$ cat src/rtl/prefix_adder_pipe.sv
// Pipelined Sklansky prefix adder/subtractor with valid/ready handshake on both sides.
// Define PREFIX_ADDER_SAT_EN to clamp the result on signed overflow.
module prefix_adder_pipe #(
  parameter int WIDTH      = 16,
  parameter int PIPE_DEPTH = 1
) (
  input  logic             clk,
  input  logic             rst_n,
  input  logic             in_valid,
  output logic             in_ready,
  input  logic [WIDTH-1:0] a,
  input  logic [WIDTH-1:0] b,
  input  logic             cin,
  input  logic             sub,
  output logic             out_valid,
  input  logic             out_ready,
  output logic [WIDTH-1:0] s,
  output logic             cout,
  output logic             ovf
);

  localparam int LOG_W = $clog2(WIDTH);

  typedef struct packed {
    logic             valid;
    logic             c0;
    logic             aMsb;
    logic             bMsb;
    logic [WIDTH-1:0] pSum;
    logic [WIDTH-1:0] gv;
    logic [WIDTH-1:0] pv;
  } stage_t;

  // Prefix level after which internal rank k is registered.
  function automatic int rankLevel(input int k);
    return (k * LOG_W) / (PIPE_DEPTH + 1);
  endfunction

  // Applies Sklansky levels lo+1..hi to the (G,P) vectors of a stage bundle.
  function automatic stage_t prefixSpan(input stage_t x, input int lo, input int hi);
    stage_t           r;
    logic [WIDTH-1:0] gPrev;
    logic [WIDTH-1:0] pPrev;
    int               j;
    r = x;
    for (int l = lo + 1; l <= hi; l++) begin
      gPrev = r.gv;
      pPrev = r.pv;
      for (int i = 0; i < WIDTH; i++) begin
        if (((i >> (l - 1)) & 1) == 1) begin
          j       = ((i >> (l - 1)) << (l - 1)) - 1;
          r.gv[i] = gPrev[i] | (pPrev[i] & gPrev[j]);
          r.pv[i] = pPrev[i] & pPrev[j];
        end
      end
    end
    return r;
  endfunction

  logic             advance;
  logic             outValid_q;
  logic [WIDTH-1:0] s_q;
  logic             cout_q;
  logic             ovf_q;

  assign advance  = !outValid_q || out_ready;
  assign in_ready = advance;

  logic             valid0_q;
  logic [WIDTH-1:0] a0_q;
  logic [WIDTH-1:0] bEff0_q;
  logic             c00_q;

  always_ff @(posedge clk or negedge rst_n) begin
    if (!rst_n) begin
      valid0_q <= 1'b0;
      a0_q     <= '0;
      bEff0_q  <= '0;
      c00_q    <= 1'b0;
    end else if (advance) begin
      valid0_q <= in_valid;
      if (in_valid) begin
        a0_q    <= a;
        bEff0_q <= sub ? ~b : b;
        c00_q   <= sub | cin;
      end
    end
  end

  stage_t st [0:PIPE_DEPTH];

  assign st[0] = {valid0_q, c00_q, a0_q[WIDTH-1], bEff0_q[WIDTH-1],
                  a0_q ^ bEff0_q, a0_q & bEff0_q, a0_q ^ bEff0_q};

  for (genvar k = 1; k <= PIPE_DEPTH; k++) begin : gRank
    localparam int LO = rankLevel(k - 1);
    localparam int HI = rankLevel(k);
    stage_t rank_d;
    stage_t rank_q;

    assign rank_d = prefixSpan(st[k-1], LO, HI);

    always_ff @(posedge clk or negedge rst_n) begin
      if (!rst_n) begin
        rank_q <= '0;
      end else if (advance) begin
        rank_q <= rank_d;
      end
    end

    assign st[k] = rank_q;
  end

  stage_t           fin;
  logic [WIDTH-1:0] carry;
  logic [WIDTH-1:0] sumRaw;
  logic [WIDTH-1:0] s_d;
  logic             cout_d;
  logic             ovf_d;

  // Finish the remaining prefix levels, then form carries, sum and flags.
  always_comb begin
    fin      = prefixSpan(st[PIPE_DEPTH], rankLevel(PIPE_DEPTH), LOG_W);
    carry    = '0;
    carry[0] = fin.c0;
    for (int i = 1; i < WIDTH; i++) begin
      carry[i] = fin.gv[i-1] | (fin.pv[i-1] & fin.c0);
    end
    sumRaw = fin.pSum ^ carry;
    cout_d = fin.gv[WIDTH-1] | (fin.pv[WIDTH-1] & fin.c0);
    ovf_d  = (fin.aMsb == fin.bMsb) && (sumRaw[WIDTH-1] != fin.aMsb);
    s_d    = sumRaw;
`ifdef PREFIX_ADDER_SAT_EN
    if (ovf_d) begin
      s_d = fin.aMsb ? {1'b1, {(WIDTH-1){1'b0}}} : {1'b0, {(WIDTH-1){1'b1}}};
    end
`endif
  end

  // Result fields only update on valid beats so bubbles leave the last result visible.
  always_ff @(posedge clk or negedge rst_n) begin
    if (!rst_n) begin
      outValid_q <= 1'b0;
      s_q        <= '0;
      cout_q     <= 1'b0;
      ovf_q      <= 1'b0;
    end else if (advance) begin
      outValid_q <= fin.valid;
      if (fin.valid) begin
        s_q    <= s_d;
        cout_q <= cout_d;
        ovf_q  <= ovf_d;
      end
    end
  end

  assign out_valid = outValid_q;
  assign s         = s_q;
  assign cout      = cout_q;
  assign ovf       = ovf_q;

endmodule
$ cat config.mk
export PLATFORM = sky130hd
export DESIGN_NAME = prefix_adder_pipe
export DESIGN_NICKNAME = d
export VERILOG_FILES = /design/src/rtl/prefix_adder_pipe.sv
export SDC_FILE = /design/constraint.sdc
export NUM_CORES = 1
export LEC_CHECK = 0
export CAP_MARGIN = 30
export CELL_PAD_IN_SITES_DETAIL_PLACEMENT = 1
export CELL_PAD_IN_SITES_GLOBAL_PLACEMENT = 1
export CORE_MARGIN = 5
export CORE_UTILIZATION = 39
export DETAILED_ROUTE_END_ITERATION = 16
export HOLD_SLACK_MARGIN = 0.03
export PLACE_DENSITY = 0.75
export SYNTH_ARGS = -nofsm -noshare
export SYNTH_HDL_FRONTEND = slang
export SYNTH_SLANG_ARGS = --single-unit
$ cat constraint.sdc
create_clock -name clk -period 1.5 [get_ports clk]
set_clock_uncertainty 0.2 [all_clocks]
set_input_delay 0.15 -clock clk [delete_from_list [all_inputs] [get_ports clk]]
set_output_delay 0.15 -clock clk [all_outputs]
set_load 0.02 [all_outputs]
==> summary.json, run 1 <==
{
  "status": {
    "status": "finished with violations",
    "violated_checks": "setup timing"
  },
  "yosys": {
    "synth_mux_area_frac": 0.05543,
    "synth-main-ff-cell": "sky130_fd_sc_hd__dfrtp_1",
    "synthCells": 435,
    "dominant_combinational_cell_family_by_area_after_synthesis": "simple AND/OR/NAND/NOR gates",
    "synth.top_cells.by_count": "sky130_fd_sc_hd__nand2_1, sky130_fd_sc_hd__dfrtp_1, sky130_fd_sc_hd__o21ai_0, sky130_fd_sc_hd__nor2_1, sky130_fd_sc_hd__xnor2_1",
    "postSynth.asyncResetShare": 1.000,
    "post_synthesis_compound_gate_area_fraction": 0.1002,
    "yosys-top-cells-area": "sky130_fd_sc_hd__dfrtp_1, sky130_fd_sc_hd__nand2_1, sky130_fd_sc_hd__ha_1, sky130_fd_sc_hd__mux2_1, sky130_fd_sc_hd__xnor2_1",
    "synth_cell_type_count": 34,
    "synthSimpleGateAreaFrac": 0.1536,
    "synth_area_per_cell_um2": 10.22,
    "synth.top_cell.area_share": 0.5684,
    "synth_seq_area_share": 0.5684,
    "top_count_cell_post_synth": "sky130_fd_sc_hd__nand2_1",
    "synth_area_um2": 4447,
    "synth_edf_count": 0,
    "syn-num-nets": 490,
    "ys_warn_count": 0,
    "synth_seq_cells": 101,
    "synth.largest_area_cell": "sky130_fd_sc_hd__dfrtp_1",
    "synth_xor_xnor_area_share": 0.05318,
    "post_synth_fa_ha_maj_area_fraction": 0.04783
  },
  "place": {
    "pre_cts_slack_ps": -369.6,
    "dp.final_hpwl_mm": 7.682,
    "post_place_cell_area_um2": 5590,
    "dpl.cell_count": 659,
    "place_congestion": 0.7651,
    "io_buffer_count": 57
  },
  "sta": {
    "setup_repair_after_global_routing_missed_its_margin": "yes",
    "setup-violations-final": 37,
    "timing_worst_slew_pin_value_ps": 356.5,
    "achievable-frequency_ghz": 0.5698,
    "number_of_pins_with_negative_max_slew_slack_in_the_final_report": 0,
    "finalHoldViolations": 0,
    "final.setup.worst_slack_ps": -255.0,
    "layout_min_cycle_time_ps": 1755,
    "post-route-period-util": 1.170,
    "rel_slew_slack": 0.7624
  },
  "global_routing": {
    "grt_start_max_net_pins": 53,
    "grt_first_pass_wirelength_mm": 20.16,
    "antenna_violations_before_repair": 0,
    "total_congestion_overflow_after_global_routing": 0,
    "groute.usage.overall": 0.1909,
    "first_global_vias": 3840
  },
  "critical_path": {
    "worstPathArrival_ps": 1780,
    "worstSetupPathType": "flop to flop",
    "worst_setup_path_end_kind": "flop",
    "worst_setup_path_start_kind": "flop",
    "slowest_delay_ps": 430,
    "worst-path-max-fanout": 6,
    "crit_slowest_cell": "sky130_fd_sc_hd__dfrtp_2",
    "cpLargestDelayFamily": "compound AO/OA/AOI/OAI gates",
    "flop_to_flop_setup_slack_ps": -250,
    "cp_data_required_time_ps": 1530,
    "crit_path_cell_trace": "buf_6, nor2b_4, a2111oi_4, o311ai_2, mux2i_1, o21ai_1",
    "critical_path.n_buffers_inverters": 1
  },
  "power": {
    "leakagePower_uw": 0.003098,
    "peakVddDrop_uv": 819.5,
    "power_per_cell_area_nw_per_um2": 2024
  },
  "drt": {
    "dr.first_iter.drc_count": 160,
    "remaining_drc_errors": 0,
    "detailroute.via_count": 3611,
    "viasPerCell": 5.166,
    "drt-total-wl_mm": 13.91,
    "wl_per_cell_um": 19.89,
    "drt_pre_antenna_iters": 4,
    "ant_nets": 0
  },
  "clocking": {
    "cts_tree": "built",
    "clk_pin_slew_worst_paths_ps": 80,
    "cts_htree_levels": 3,
    "clock_tree.root_cell": "sky130_fd_sc_hd__clkbuf_16",
    "cts.path.max_buffers": 2,
    "insertion_delay_ps": 350,
    "tritoncts.num_buffers": 9,
    "clock_sink_count": 101
  },
  "floorplanning": {
    "start_util": 0.3928,
    "total_i_o_pin_count": 58,
    "chipHeight_um": 116.8,
    "design.core.area_um2": 11320,
    "die-width_um": 116.8,
    "fp.dieArea_um2": 13640,
    "rows": 39
  },
  "job": {
    "count_of_max_cap_constraint_violations": 0
  },
  "cells_and_area": {
    "num_antenna_cells": 0,
    "post_route_cells_drive_above_1_share": 0.2842,
    "num-nets-final": 606,
    "instances_no_fill": 699,
    "post-route-cell-area_um2": 6499,
    "area_delta_synth_final_pct": 46.15
  },
  "hold_path": {
    "min-delay-path-class": "primary input to async pin"
  }
}
==> layout make-up <==
cell class / instances / area, µm²
Fill cell: 1202 / 4822
Sequential cell: 101 / 2534
Multi-Input combinational cell: 313 / 2196
Timing Repair Buffer: 125 / 1257
Clock buffer: 9 / 225.2
Tap cell: 143 / 178.9
Clock inverter: 7 / 98.84
Inverter: 1 / 8.758
==> flip-flops by register name, summed over array words and instances (netlist names) <==
register / flops
fin: 26
gRank.rank_q: 21
a0_q: 16
bEff0_q: 16
s: 16
c00_q: 1
carry: 1
cout: 1
out_valid: 1
ovf: 1
valid0_q: 1
==> layout by cell type (no fill, tap or decap), types with 5 or more instances in the layout <==
cell type	count
sky130_fd_sc_hd__mux2_4	20
sky130_fd_sc_hd__nor2_1	12
sky130_fd_sc_hd__dfrtp_2	5
sky130_fd_sc_hd__dfrtp_1	96
sky130_fd_sc_hd__buf_6	9
sky130_fd_sc_hd__nor2_2	5
sky130_fd_sc_hd__clkbuf_16	11
sky130_fd_sc_hd__buf_12	6
sky130_fd_sc_hd__ha_1	13
sky130_fd_sc_hd__a21oi_2	10
sky130_fd_sc_hd__nand2_1	125
sky130_fd_sc_hd__xor2_1	8
sky130_fd_sc_hd__dlygate4sd2_1	18
sky130_fd_sc_hd__nand3_1	6
sky130_fd_sc_hd__o21ai_1	33
sky130_fd_sc_hd__buf_4	50
sky130_fd_sc_hd__xnor2_1	17
sky130_fd_sc_hd__nand2_2	5
sky130_fd_sc_hd__o21ai_0	9
sky130_fd_sc_hd__clkdlybuf4s50_1	36
sky130_fd_sc_hd__a21o_1	7
==> where the power goes <==
part	internal (µW)	leakage (µW)	switching [µW]
sequential	3780	0.00124	903
combinational	2850	0.00171	3050
clock	1470	0.000156	1090
==> layer usage <==
metal  global-route usage  vias to the layer above  share of wire
li1                     -                     1680              -
met1               0.2503                     1814           0.42
met2               0.3223                       87           0.52
met3              0.02416                       30          0.034
met4              0.07645                        0          0.028
met5                    0                        -              0
==> cells by family after synthesis <==
logic type	after synthesis
DFF	101
xor gates and xnor gates	27
buffers and inverters	21
and+or+nand+nor	171
AOI/OAI and AO/OA	76
adders and majority gates	17
muxes	22
==> timing repair <==
action	4_1_cts	5_1_grt
gates resized for setup	75	56
setup endpoints to repair	65	64
gates cloned	2	2
setup buffers	17	6
endpoints found under the hold margin	101	0
hold buffers	1	0
pin swaps	24	20
==> per-stage QoR <==
step	utilization	total power (µW)	setup TNS, ps	hold slack, ps
final	0.5741	13150	-3127	45.88
after global routing	0.5741	13880	-5357	86.54
after CTS	0.5507	12240	-1457	47.81
after detailed placement	0.4938	9128	-22820	-119.5
after global placement	0.4938	8854	-20700	-122.5
after floorplan	-	7123	-2840	-345.6
==> worst paths after layout <==
kind | startpoint | end | cells past startpoint
worst max-delay path | fin[47] | ovf | 6
worst min-delay path | rst_n | bEff0_q[2] | 2
worst max register to register | fin[47] | ovf | 6
worst min register to register | s[13] | s[13] | 2
max in group asynchronous | rst_n | fin[47] | 3
min in group clk | a[11] | a0_q[11] | 2
No activity file was read; power rests on OpenSTA's default activity.
==> run 2, diff against run 1 <==
--- a/config.mk
+++ b/config.mk
@@ -8,11 +8,12 @@
 export CAP_MARGIN = 30
 export CELL_PAD_IN_SITES_DETAIL_PLACEMENT = 1
 export CELL_PAD_IN_SITES_GLOBAL_PLACEMENT = 1
-export CORE_MARGIN = 5
-export CORE_UTILIZATION = 39
+export CORE_UTILIZATION = 44
 export DETAILED_ROUTE_END_ITERATION = 16
+export DONT_BUFFER_PORTS = 1
 export HOLD_SLACK_MARGIN = 0.03
-export PLACE_DENSITY = 0.75
+export PLACE_DENSITY = 0.73
+export SKIP_CTS_REPAIR_TIMING = 1
 export SYNTH_ARGS = -nofsm -noshare
 export SYNTH_HDL_FRONTEND = slang
 export SYNTH_SLANG_ARGS = --single-unit
==> run 2 against run 1 <==
Compared with the run above: hold slack lost 800 ps; largest cell class unchanged; non-clock buffer count decreased by 8; sequential power rose by 8.8%; the flow finishes with violations (hold timing, setup timing); final cell count is 2.6% lower.
==> summary.json, run 2 (synthesized netlist as in run 1, its figures left out) <==
{
  "clocking": {
    "clock_tree.root_cell": "sky130_fd_sc_hd__clkbuf_8",
    "cts_htree_levels": 3,
    "cts_tree": "built",
    "cts.path.max_buffers": 2,
    "clock_sink_count": 101,
    "clk_pin_slew_worst_paths_ps": 120,
    "tritoncts.num_buffers": 9,
    "insertion_delay_ps": 400
  },
  "place": {
    "io_buffer_count": 0,
    "dp.final_hpwl_mm": 6.983,
    "dpl.cell_count": 592,
    "place_congestion": 0.7291
  },
  "critical_path": {
    "worst_setup_path_start_kind": "flop",
    "worst_setup_path_end_kind": "flop",
    "cpLargestDelayFamily": "compound AO/OA/AOI/OAI gates",
    "worst-path-max-fanout": 3,
    "slowest_delay_ps": 430,
    "r2r.worst_path.cells": 5,
    "critical_path_depth_in_cells": 5,
    "worstSetupPathType": "flop to flop",
    "critical_path.n_buffers_inverters": 0,
    "worstPathArrival_ps": 1950,
    "cp_data_required_time_ps": 1570,
    "crit_slowest_cell": "sky130_fd_sc_hd__dfrtp_1",
    "crit_path_cell_trace": "and3b_1, a2111oi_4, o311ai_2, mux2i_1, o21ai_1"
  },
  "sta": {
    "layout_min_cycle_time_ps": 1883,
    "fin_hold_ws_ps": -758.5,
    "final.setup.worst_slack_ps": -383.4,
    "achievable-frequency_ghz": 0.5310,
    "setup_repair_after_global_routing_missed_its_margin": "yes",
    "timing_worst_slew_pin_value_ps": 341.7,
    "setup-violations-final": 76,
    "rel_slew_slack": 0.7722,
    "number_of_pins_with_negative_max_slew_slack_in_the_final_report": 0,
    "finalHoldViolations": 102,
    "post-route-period-util": 1.256
  },
  "drt": {
    "viasPerCell": 5.385,
    "remaining_drc_errors": 0,
    "wl_per_cell_um": 22.10,
    "drt_pre_antenna_iters": 4,
    "drt-total-wl_mm": 15.05,
    "dr.first_iter.drc_count": 237,
    "detailroute.via_count": 3667,
    "ant_nets": 0
  },
  "cells_and_area": {
    "area_delta_synth_final_pct": 42.82,
    "post_route_cells_drive_above_1_share": 0.2865,
    "num_antenna_cells": 0,
    "largest_register_ffs": 26,
    "instances_no_fill": 681,
    "most_common_library_cell_in_the_layout_ignoring_fill_and_taps": "sky130_fd_sc_hd__nand2_1",
    "final_cell_mix": "sky130_fd_sc_hd__nand2_1, sky130_fd_sc_hd__dfrtp_1, sky130_fd_sc_hd__buf_4, sky130_fd_sc_hd__dlygate4sd3_1, sky130_fd_sc_hd__o21ai_1",
    "num-nets-final": 598
  },
  "global_routing": {
    "antenna_violations_before_repair": 0,
    "first_global_vias": 3113,
    "groute.usage.overall": 0.2004,
    "grt_first_pass_wirelength_mm": 15.83,
    "total_congestion_overflow_after_global_routing": 0,
    "grt_start_max_net_pins": 102
  },
  "power": {
    "power_per_cell_area_nw_per_um2": 1972,
    "leakagePower_uw": 0.003021,
    "peakVddDrop_uv": 930.6
  },
  "floorplanning": {
    "total_i_o_pin_count": 58,
    "start_util": 0.4549,
    "fp.dieArea_um2": 10510,
    "rows": 36,
    "chipHeight_um": 102.5,
    "design.core.area_um2": 9774,
    "die-width_um": 102.5
  },
  "hold_path": {
    "min-delay-path-class": "primary input to async pin"
  },
  "status": {
    "status": "finished with violations",
    "violated_checks": "hold timing, setup timing"
  },
  "job": {
    "count_of_max_cap_constraint_violations": 0
  }
}
[run 2: cell count changes in the layout (fill, tap and decap cells not counted), moves of 6 or more]
cell                              before  now
sky130_fd_sc_hd__nand2_1             125  117
sky130_fd_sc_hd__clkbuf_8              0    9
sky130_fd_sc_hd__clkbuf_16            11    5
sky130_fd_sc_hd__dlygate4sd3_1         1   48
sky130_fd_sc_hd__dlygate4sd2_1        18    0
sky130_fd_sc_hd__clkdlybuf4s50_1      36    0
[run 2: cell type report]
class                   instances  area (µm²)
flip-flops and latches        101        2531
clock inverters                 7       137.6
well taps                     133       166.4
fillers                       989        3423
multi-input cells             313        2193
clock buffers                   9       123.9
repair buffers                117        1190
inverters                       1       8.758
[run 2: final timing paths]
kind,startpoint,end,slack (ps)
setup / recovery,gRank[1].rank_q[27],ovf,-380
hold / removal,rst_n,gRank[1].rank_q[6],-760
setup reg to reg,gRank[1].rank_q[27],ovf,-380
hold reg to reg,fin[32],fin[32],280
max in group asynchronous,rst_n,fin[47],1670
min in group clk,out_ready,fin[51],-120
[run 2: where the power goes]
| group | switching, µW | leakage [µW] | internal [µW] |
|---|---|---|---|
| registers | 1320 | 0.00124 | 3770 |
| clock network | 1030 | 0.000129 | 1270 |
| logic | 2530 | 0.00165 | 2600 |
[run 2: routing by layer]
| layer | share of wire | global-route usage | vias to the layer above | routed length [µm] |
|---|---|---|---|---|
| li1 | - | - | 1657 | - |
| met1 | 0.43 | 0.3093 | 1853 | 6463 |
| met2 | 0.50 | 0.2759 | 122 | 7478 |
| met3 | 0.044 | 0.03661 | 35 | 659 |
| met4 | 0.030 | 0.08022 | 0 | 446 |
| met5 | 0 | 0 | - | 0 |
[run 2: through the flow]
stage	power [µW]	setup TNS [ps]	cell area [µm²]	setup WS, ps	utilization
after floorplan	7123	-2840	4586	-135.7	-
after global placement	8259	-1148	4985	-186.0	0.5100
after detailed placement	8482	-1870	4985	-216.8	0.5100
after CTS	10740	-2784	5246	-274.2	0.5367
after global routing	13170	-10870	6351	-456.3	0.6498
final	12530	-7031	6351	-383.4	0.6498
